$ cat src/rtl/packer_pkg.sv
// Shared types and parameters for serial_word_packer and its word_fifo2 buffer.
// The optional parity feature is controlled by the SERIAL_WORD_PACKER_PARITY_EN macro.
package packer_pkg;

    localparam int DROP_W_DEF = 8;

    typedef enum logic [1:0] {
        OCC_EMPTY = 2'd0,
        OCC_ONE   = 2'd1,
        OCC_FULL  = 2'd2
    } occ_t;

    function automatic int idx_width(input int w);
        return $clog2(w);
    endfunction

endpackage

$ cat src/rtl/word_fifo2.sv
// Two-entry FIFO with registered head. A push is taken whenever a slot frees up on the
// same edge, so push+pop while full keeps two entries. A push into a full FIFO with no pop is ignored.
module word_fifo2
    import packer_pkg::*;
#(
    parameter int DW = 8
) (
    input  logic          clk,
    input  logic          rst,
    input  logic          i_push,
    input  logic          i_pop,
    input  logic [DW-1:0] i_data,
    output logic [DW-1:0] o_head,
    output logic          o_full,
    output logic          o_empty
);

    occ_t          r_occ;
    logic [DW-1:0] r_head;
    logic [DW-1:0] r_tail;

    occ_t          w_occ_nxt;
    logic [DW-1:0] w_head_nxt;
    logic [DW-1:0] w_tail_nxt;
    logic          w_pop;

    assign w_pop   = i_pop & (r_occ != OCC_EMPTY);
    assign o_head  = r_head;
    assign o_full  = (r_occ == OCC_FULL);
    assign o_empty = (r_occ == OCC_EMPTY);

    // Next occupancy and entry contents; the head keeps its last value once the FIFO drains.
    always_comb begin
        w_occ_nxt  = r_occ;
        w_head_nxt = r_head;
        w_tail_nxt = r_tail;
        case (r_occ)
            OCC_EMPTY: begin
                if (i_push) begin
                    w_head_nxt = i_data;
                    w_occ_nxt  = OCC_ONE;
                end else begin
                    w_occ_nxt  = OCC_EMPTY;
                end
            end
            OCC_ONE: begin
                case ({i_push, w_pop})
                    2'b11:   w_head_nxt = i_data;
                    2'b10: begin
                        w_tail_nxt = i_data;
                        w_occ_nxt  = OCC_FULL;
                    end
                    2'b01:   w_occ_nxt = OCC_EMPTY;
                    default: w_occ_nxt = OCC_ONE;
                endcase
            end
            OCC_FULL: begin
                case ({i_push, w_pop})
                    2'b11: begin
                        w_head_nxt = r_tail;
                        w_tail_nxt = i_data;
                    end
                    2'b01: begin
                        w_head_nxt = r_tail;
                        w_occ_nxt  = OCC_ONE;
                    end
                    default: w_occ_nxt = OCC_FULL;
                endcase
            end
            default: w_occ_nxt = OCC_EMPTY;
        endcase
    end

    // Entry and occupancy registers.
    always_ff @(posedge clk or posedge rst) begin
        if (rst) begin
            r_occ  <= OCC_EMPTY;
            r_head <= '0;
            r_tail <= '0;
        end else begin
            r_occ  <= w_occ_nxt;
            r_head <= w_head_nxt;
            r_tail <= w_tail_nxt;
        end
    end

endmodule

$ cat src/rtl/serial_word_packer.sv
// Packs an enabled serial bit stream LSB-first into W-bit words behind a 2-entry buffer.
// Define SERIAL_WORD_PACKER_PARITY_EN to add a per-word even-parity output (word_parity).
module serial_word_packer
    import packer_pkg::*;
#(
    parameter int W      = 8,
    parameter int DROP_W = DROP_W_DEF,
    localparam int IDX_W = idx_width(W)
) (
    input  logic              clk,
    input  logic              rst,
    input  logic              ena,
    input  logic              bit_in,
    output logic [W-1:0]      word_out,
    output logic              word_valid,
    input  logic              word_ready,
    output logic [IDX_W-1:0]  bit_idx,
    output logic              overflow,
    output logic [DROP_W-1:0] drop_count
`ifdef SERIAL_WORD_PACKER_PARITY_EN
    ,
    output logic              word_parity
`endif
);

`ifdef SERIAL_WORD_PACKER_PARITY_EN
    localparam int FW = W + 1;
`else
    localparam int FW = W;
`endif

    logic [W-1:0]      r_shift;
    logic [IDX_W-1:0]  r_idx;
    logic              r_overflow;
    logic [DROP_W-1:0] r_drop;

    logic [W-1:0]      w_word;
    logic [FW-1:0]     w_push_data;
    logic [FW-1:0]     w_head;
    logic              w_done;
    logic              w_full;
    logic              w_empty;
    logic              w_drop;

    assign w_done = ena & (r_idx == IDX_W'(W - 1));
    assign w_drop = w_done & w_full & ~word_ready;

    // The final bit bypasses the shift register so the word is pushed on its own edge.
    always_comb begin
        w_word        = r_shift;
        w_word[W-1]   = bit_in;
    end

`ifdef SERIAL_WORD_PACKER_PARITY_EN
    assign w_push_data = {^w_word, w_word};
    assign word_parity = w_head[W];
`else
    assign w_push_data = w_word;
`endif

    word_fifo2 #(.DW(FW)) u_fifo (
        .clk     (clk),
        .rst     (rst),
        .i_push  (w_done),
        .i_pop   (word_ready),
        .i_data  (w_push_data),
        .o_head  (w_head),
        .o_full  (w_full),
        .o_empty (w_empty)
    );

    assign word_out   = w_head[W-1:0];
    assign word_valid = ~w_empty;
    assign bit_idx    = r_idx;
    assign overflow   = r_overflow;
    assign drop_count = r_drop;

    // Partial-word accumulation; ena=0 freezes everything.
    always_ff @(posedge clk or posedge rst) begin
        if (rst) begin
            r_shift <= '0;
            r_idx   <= '0;
        end else if (ena) begin
            r_shift[r_idx] <= bit_in;
            r_idx          <= w_done ? '0 : r_idx + IDX_W'(1);
        end else begin
            r_shift <= r_shift;
            r_idx   <= r_idx;
        end
    end

    // Sticky overflow and saturating drop counter.
    always_ff @(posedge clk or posedge rst) begin
        if (rst) begin
            r_overflow <= 1'b0;
            r_drop     <= '0;
        end else if (w_drop) begin
            r_overflow <= 1'b1;
            r_drop     <= (r_drop == {DROP_W{1'b1}}) ? r_drop : r_drop + DROP_W'(1);
        end else begin
            r_overflow <= r_overflow;
            r_drop     <= r_drop;
        end
    end

endmodule

$ cat config.mk
export PLATFORM = sky130hd
export DESIGN_NAME = serial_word_packer
export DESIGN_NICKNAME = d
export VERILOG_FILES = /design/src/rtl/packer_pkg.sv /design/src/rtl/word_fifo2.sv /design/src/rtl/serial_word_packer.sv
export SDC_FILE = /design/constraint.sdc
export NUM_CORES = 1
export LEC_CHECK = 0
export CORE_MARGIN = 2
export CORE_UTILIZATION = 58
export CTS_BUF_LIST = sky130_fd_sc_hd__clkbuf_8 sky130_fd_sc_hd__clkbuf_16
export CTS_CLUSTER_DIAMETER = 40
export CTS_CLUSTER_SIZE = 28
export DETAILED_ROUTE_END_ITERATION = 8
export PLACE_DENSITY_LB_ADDON = 0.05
export SYNTH_ARGS = -nofsm -noshare
export SYNTH_HDL_FRONTEND = slang
export SYNTH_SLANG_ARGS = --single-unit
$ cat constraint.sdc
create_clock -name clk -period 3.9 [get_ports clk]
set_input_delay 0.975 -clock clk [delete_from_list [all_inputs] [get_ports clk]]
set_output_delay 0.975 -clock clk [all_outputs]
set_load 0.005 [all_outputs]
### After elaboration in Yosys (flattened, before gate mapping)

Index checks and enable logic that the tools add are counted.

* register bits after elaboration: 38
* input port bits: 5

* add/subtract/negate cells: 2
* order comparisons: 2
* eq/ne operators: 14
* muxes and demuxes: 14
* bitwise operators: 7
* reductions and logical operators: 10

Operators by type and width (number)
* $mux W8: 4
* $pmux W8 S3: 1
* $pmux W8 S2: 1
* $pmux W2 S3: 2
* $add A8 B1 Y8 const B: 1
* $bwmux W8: 1
* $eq A8 B8 Y1 const B: 1
* $ne A2 B1 Y1 const B: 4
* $eq A2 B2 Y1 const B: 3
* $ne A2 B2 Y1 const B: 3
* $and A1 B1 Y1: 4
* $eq A2 B1 Y1 const B: 2
* $lt A3 B4 Y1 const B: 1
* $pmux W2 S2: 1
* $reduce_and A2 Y1: 2
* $reduce_and A4 Y1: 1
* $reduce_bool A2 Y1: 2
* $add A3 B1 Y3 const B: 1
* $demux W1 S3: 1
* $eq A3 B3 Y1 const B: 1
* $ge A3 B1 Y1 const B: 1
* $mux W3: 1
* $not A1 Y1: 3
* $reduce_and A3 Y1: 1
* 5 further kinds: 6

### Logic depth before layout (Yosys ltp)

Gate-level depths: netlist of run 1.

* depth after elaboration: 6
* mapped depth: 8
* mapped depth without buffers: 8

### Modules after synthesis

A second synthesis of run 1 with hierarchy kept.

* cell total of the unflattened synthesis: 152
* area, all modules: 1954.4 um^2

Modules (own cells, without submodules)
* word_fifo2: instances 1, cells an instance 73, area an instance 1029.7 um^2
* serial_word_packer: instances 1, cells an instance 79, area an instance 924.6 um^2

### Worst setup path after synthesis of run 1

No wires, ideal clock.

* path kind: in2reg
* start point: in ena
* end point: reg u_fifo.r_tail[0]
* arrival: 2.204 ns
* path slack: 1.572 ns
* stages on the path: 6
* cells stage by stage: buf_6 -> nand2_1 -> inv_1 -> ha_1 -> o221ai_2 -> mux2_2

* cells in the longest elaborated chain, start to end: 4

RTL lines
* from (decl): line serial_word_packer.sv:12 `input logic ena,`
* $and A1 B1 Y1 *: line serial_word_packer.sv:45 `assign w_done = ena & (r_idx == IDX_W'(W - 1));`
* $eq A2 B2 Y1, on equally long branches: line word_fifo2.sv:47, word_fifo2.sv:58
* $ne A2 B1 Y1 (no line)
* $reduce_and A3 Y1 (no line) *
* to (signal assigned): line word_fifo2.sv:83 `r_tail <= w_tail_nxt;`
* to (decl): line word_fifo2.sv:20 `logic [DW-1:0] r_tail;`

Every way passes the cells marked *; elsewhere a longest branch is shown, timed or not.
A chain may end at the register's enable or synchronous reset.

### Final worst setup path of run 1

* start point: in ena
* end point: reg u_fifo.r_head[6], in the netlist u_fifo.o_head[6]

* cells in the longest elaborated chain, start to end: 5

RTL lines
* $and A1 B1 Y1 *: line serial_word_packer.sv:45
* $eq A2 B1 Y1 / $eq A2 B2 Y1 (equally long branches): line word_fifo2.sv:58, word_fifo2.sv:47
* $reduce_or A2 Y1 (no line)
* $ne A2 B2 Y1 (no line)
* $reduce_and A4 Y1 (no line) *
* to (signal assigned): line word_fifo2.sv:82 `r_head <= w_head_nxt;`
* to (decl): line word_fifo2.sv:19 `logic [DW-1:0] r_head;`

Marked as above.

==> results.sh, run 1 <==
export IMPL_hpwl_um=2340
export IMPL_initial_core_util=0.611
export IMPL_cp_buffers_inverters=1
export IMPL_clockRootBuffer="clkbuf_8"
export IMPL_slowest_stage="clkdlybuf4s50_1"
export IMPL_grt_antenna_before_repair=0
export IMPL_setup_viol=0
export IMPL_worst_pin_slew_ns=0.610
export IMPL_port_buffers=25
export IMPL_path_cells="clkdlybuf4s50_1 > nand2_1 > ha_1 > nor2b_1 > nor2_1 > o21ai_2 > mux2_2"
export IMPL_clock_sinks=37
export IMPL_synth_area_leaders="dfrtp_1 (49%), mux2_2 (20%), ha_1 (6.7%)"
export IMPL_dpl_cell_count=218
export IMPL_antenna_cells=0
export IMPL_cts_setup_buffers=0
export IMPL_synth_simple_area_share=0.115
export IMPL_maxCapViolations=0
export IMPL_path_clk_slew_ns=0.07
export IMPL_fin_cells=226
export IMPL_vias=1234
export IMPL_hp_class="reg -> reg"
export IMPL_num_nets_final=196
export IMPL_synthXorXnorAreaFrac=0.00466
export IMPL_endpoint_kind="register"
export IMPL_synth_top_family_by_area="multiplexers"
export IMPL_fp_dieW_um=60.9
export IMPL_rsz0062_at_grt="false"
export IMPL_grt_pass1_wl_um=5540
export IMPL_relSlewSlack=0.593
export IMPL_power_leakage_nw=1.01
export IMPL_track_usage=0.207
export IMPL_hold_ws_ns=0.473
export IMPL_antenna_left=0
export IMPL_cts_buffers=5
export IMPL_synth_edf_count=0
export IMPL_areaGrowthSynthToFinish_pct=21.4
export IMPL_gp_congestion=0.801
export IMPL_yosysTopAreaCell="dfrtp_1"
export IMPL_pre_cts_slack_ns=0.744
export IMPL_required_ns=4.06
export IMPL_outcome="completed"
export IMPL_skew_ns=0.00891
export IMPL_period_minus_slack_ns=2.87
export IMPL_grt_max_degree=38
export IMPL_synth_most_common_cell="dfrtp_1"
export IMPL_power_per_cell_area_nw_per_um2=650
export IMPL_crit_arrival_ns=3.03
export IMPL_syn_area_per_cell_um2=12.4
export IMPL_path_class="in -> reg"
export IMPL_routed_wirelength_um=3360
export IMPL_synth_cells=151
export IMPL_vdd_drop_max_mv=0.487
export IMPL_core_area_um2=3080
export IMPL_post_drt_wl_per_cell_um=14.9
export IMPL_drv_slew=0
export IMPL_crit_path_max_incr_delay_ns=0.62
export IMPL_cp_max_fo=9
export IMPL_synth_top_cell_area_share=0.493
export IMPL_tns_ns=0
export IMPL_insertion_delay_ns=0.28
export IMPL_yosys_warnings=0
export IMPL_post_cts_resized=0
export IMPL_synth_distinct_cells=36
export IMPL_cts_path_max_buffers=2
export IMPL_ios=26
export IMPL_drt_initial_drc_count=62
export IMPL_synth_seq_cells=37
export IMPL_cts_tree="built"
export IMPL_synth_compound_area_share=0.0659
export IMPL_hold_viol=0
export IMPL_ys_top_cells_by_count="dfrtp_1 (37), mux2_2 (34), ha_1 (10), inv_1 (10), nand2_1 (9)"
export IMPL_synth_ff_type="dfrtp_1"
export IMPL_syn_cell_area_um2=1880
export IMPL_drc=0
export IMPL_synthMuxAreaShare=0.220
export IMPL_cts_hold_buf=0
export IMPL_htreeDepth=2
export IMPL_ys_async_sr_fraction=1.00
export IMPL_clock_fmax_mhz=349
export IMPL_viasPerCell=5.46
export IMPL_drive_gt1_frac=0.275
export IMPL_cpLargestDelayFamily="buffers and inverters"
export IMPL_min_period_over_period=0.736
export IMPL_grt_overflow=0
export IMPL_first_pass_iters=6
export IMPL_synth_seq_area_share=0.493
export IMPL_synth_adder_area_share=0.0666
export IMPL_grt_pass1_vias=1245
export IMPL_num_rows=20
export IMPL_die_area_um2=3710
export IMPL_fp_dieH_um=60.9
export IMPL_startpoint_type="input pin"
export IMPL_synth_nets=166
export IMPL_fin_ws_ns=1.03
## cell usage in the layout, fill, tap and decap left out, types with 4 or more instances in the layout
| cell | instances |
|---|---|
| inv_1 | 11 |
| dfrtp_1 | 37 |
| clkdlybuf4s50_1 | 25 |
| nor2_1 | 6 |
| mux2_2 | 34 |
| nand2_1 | 9 |
| a21oi_1 | 5 |
| clkbuf_8 | 6 |
| nor3_1 | 4 |
| ha_1 | 10 |
## power by group
| group | total, mW | internal, mW | switching, mW |
|---|---|---|---|
| registers | 0.631 | 0.527 | 0.104 |
| clock network | 0.333 | 0.206 | 0.127 |
| logic | 0.518 | 0.329 | 0.189 |
## kinds of logic (layout without fill, tap and decap cells)
| kind of cell | after synthesis | count (layout) |
|---|---|---|
| buffers and inverters | 13 | 44 |
| flip-flops | 37 | 37 |
| multiplexers | 37 | 37 |
| XOR/XNOR | 1 | 1 |
| AO/OA/AOI/OAI | 17 | 17 |
| adder cells (fa/ha/maj) | 10 | 10 |
| AND/OR/NAND/NOR | 36 | 36 |
## metrics by stage
stage / power (mW) / util / cell area [µm²]
after floorplan: 0.944 / - / 1880
after global routing: 1.58 / 0.741 / 2280
final: 1.48 / 0.741 / 2280
after detailed placement: 1.16 / 0.703 / 2160
after CTS: 1.50 / 0.741 / 2280
after global placement: 1.12 / 0.703 / 2160
## routing by layer
layer	up-vias	GRT usage	part of all wire
met5	-	0	0
li1	595	-	-
met2	22	0.364	0.53
met1	612	0.247	0.43
met3	5	0.0448	0.024
met4	0	0.0839	0.012
## cell type report
cell class                      instances  area (µm²)
Sequential cell                        37         926
Multi-Input combinational cell        101         888
Fill cell                             226         797
Timing Repair Buffer                   26         258
Clock buffer                            6        82.6
Tap cell                               44        55.1
Inverter                               10        37.5
Clock inverter                          2        33.8
## sequential cells by signal, summed over array words and instances (netlist names)
register       cells
u_fifo.r_tail      8
r_shift            7
u_fifo.o_head      8
u_fifo.r_occ       2
overflow           1
bit_idx            3
drop_count         8
## final timing paths
| path | startpoint | slack [ns] | end | cells after the start |
|---|---|---|---|---|
| worst min-delay path | overflow | 0.47 | overflow | 1 |
| min in group asynchronous | rst | 1.10 | drop_count[6] | 3 |
| worst max register to register | bit_idx[1] | 1.45 | u_fifo.o_head[6] | 8 |
| worst min register to register | overflow | 0.47 | overflow | 1 |
| max in group asynchronous | rst | 2.47 | r_shift[3] | 3 |
| worst max-delay path | ena | 1.03 | u_fifo.o_head[6] | 7 |
## worst register-to-register path: cells and delay by family (launching register included)
kind                       cells  cell delay [ns]
and+or+nand+nor                3             0.35
muxes                          1             0.39
adders and majority gates      3             0.66
DFF                            1             0.53
AOI/OAI and AO/OA              1             0.40
No activity file was read; power rests on OpenSTA's default activity.
==> inputs of run 2 (changes only) <==
- CORE_UTILIZATION: 58 -> 49
- clock period: 3.9 -> 2.52 ns (I/O delays scaled with it)
==> run 2 against run 1 <==
Utilization down 11 points; via count up 1.9%; largest power group unchanged; clock power up 17%; critical path depth down 3; clock skew about the same; highest routed layer unchanged; die area up 17%.
==> results.sh, run 2 (synthesized netlist as in run 1, its figures left out) <==
export IMPL_hpwl_um=2350
export IMPL_core_area_um2=3660
export IMPL_hp_class="reg -> reg"
export IMPL_sequentialPowerShare=0.432
export IMPL_grt_antenna_before_repair=0
export IMPL_rr_startpoint="bit_idx[0]"
export IMPL_skew_ns=0.00888
export IMPL_vias=1257
export IMPL_htreeDepth=2
export IMPL_post_drt_wl_per_cell_um=14.0
export IMPL_track_usage=0.183
export IMPL_required_ns=1.89
export IMPL_fin_cells=235
export IMPL_cts_tree="built"
export IMPL_clockRootBuffer="clkbuf_8"
export IMPL_worst_pin_slew_ns=0.453
export IMPL_p_switching_uw=650
export IMPL_period_minus_slack_ns=2.21
export IMPL_power_leakage_nw=1.03
export IMPL_cts_setup_buffers=0
export IMPL_grt_overflow=0
export IMPL_power_per_cell_area_nw_per_um2=960
export IMPL_hold_viol=0
export IMPL_dpl_cell_count=227
export IMPL_insertion_delay_ns=0.29
export IMPL_tns_ns=0
export IMPL_drive_gt1_frac=0.289
export IMPL_relSlewSlack=0.698
export IMPL_fp_dieW_um=65.9
export IMPL_antenna_left=0
export IMPL_setup_viol=0
export IMPL_port_buffers=25
export IMPL_clock_fmax_mhz=452
export IMPL_routed_wirelength_um=3280
export IMPL_min_period_over_period=0.878
export IMPL_crit_arrival_ns=1.58
export IMPL_rsz0062_at_grt="false"
export IMPL_num_nets_final=201
export IMPL_grt_max_degree=38
export IMPL_path_clk_slew_ns=0.06
export IMPL_cp_max_fo=5
export IMPL_endpoint_kind="output pin"
export IMPL_die_area_um2=4350
export IMPL_drt_initial_drc_count=69
export IMPL_power_frac_comb=0.393
export IMPL_mostFrequentLayoutCells="dfrtp_1 (37), mux2_2 (34), clkdlybuf4s50_1 (25), inv_1 (12), ha_1 (10)"
export IMPL_met3WireLength_um=100
export IMPL_grt_pass1_vias=1329
export IMPL_maxCapViolations=0
export IMPL_crit_start="u_fifo.r_occ[0]"
export IMPL_vdd_drop_max_mv=0.682
export IMPL_finalPower_mw=2.21
export IMPL_drv_slew=0
export IMPL_fp_dieH_um=65.9
export IMPL_final_common_cell="dfrtp_1"
export IMPL_post_cts_resized=0
export IMPL_startpoint_type="register"
export IMPL_first_pass_iters=4
export IMPL_wl_met1_um=1490
export IMPL_outcome="completed"
export IMPL_areaGrowthSynthToFinish_pct=22.6
export IMPL_cts_path_max_buffers=2
export IMPL_grt_pass1_wl_um=5980
export IMPL_ios=26
export IMPL_pwr_share_clk=0.176
export IMPL_top_layer_used="met4"
export IMPL_fill_cells=292
export IMPL_drc=0
export IMPL_viasPerCell=5.35
export IMPL_antenna_cells=0
export IMPL_cts_buffers=5
export IMPL_power_internal_mw=1.56
export IMPL_initial_core_util=0.513
export IMPL_hold_ws_ns=0.468
export IMPL_gp_congestion=0.797
export IMPL_cts_hold_buf=0
export IMPL_p_sw_frac=0.294
export IMPL_path_class="reg -> out"
export IMPL_hp_start="overflow"
export IMPL_wl_met2_um=1600
export IMPL_clock_sinks=37
export IMPL_num_rows=22
run 2: cell count changes in the layout (fill, tap and decap cells not counted), sizes merged:
cell,delta
clkinvlp,+1
clkbuf,-1
inv,+1
buf,+5
bufinv,-1
run 2: power by group through the flow:
stage	Combinational [mW]	Sequential, mW	Clock, mW
3_3_place_gp	0.856	0.953	0
6_report	0.868	0.954	0.388
5_1_grt	0.966	0.990	0.432
4_1_cts	0.888	0.958	0.409
2_1_floorplan	0.512	0.949	0
3_5_place_dp	0.881	0.969	0
run 2: worst max-delay path: stages, from the launching register on:
cell             delay (ns)
dfrtp_1                0.40
inv_1                  0.09
ha_1                   0.26
inv_1                  0.07
clkdlybuf4s50_1        0.49
run 2: cell type report:
cell class / instances / area (µm²) / share of cell area
Sequential cell: 37 / 926 / 0.402
Multi-Input combinational cell: 101 / 888 / 0.386
Timing Repair Buffer: 31 / 308 / 0.134
Clock buffer: 5 / 68.8 / 0.0299
Tap cell: 48 / 60.1 / 0.0261
Inverter: 10 / 37.5 / 0.0163
Clock inverter: 3 / 15.0 / 0.00652
run 2: per-stage QoR:
step	worst slack, ns	instance area (µm²)	utilization
6_report	0.307	2300	0.629
5_1_grt	0.205	2300	0.629
4_1_cts	0.294	2300	0.629
3_5_place_dp	0.0404	2220	0.606
3_3_place_gp	0.0602	2220	0.606
2_1_floorplan	0.418	1880	-
run 2: per-layer routing:
layer,GRT usage,up-vias
met5,0,-
met4,0.105,0
li1,-,610
met3,0.0460,10
met1,0.213,613
met2,0.307,24
run 2: worst paths after layout:
kind	endpoint	slack, ns	cells after the start
worst max-delay path	word_valid	0.31	4
worst min-delay path	overflow	0.47	1
worst max register to register	u_fifo.r_tail[4]	0.34	8
worst min register to register	overflow	0.47	1
max in group asynchronous	overflow	1.45	3
min in group asynchronous	drop_count[6]	0.74	3
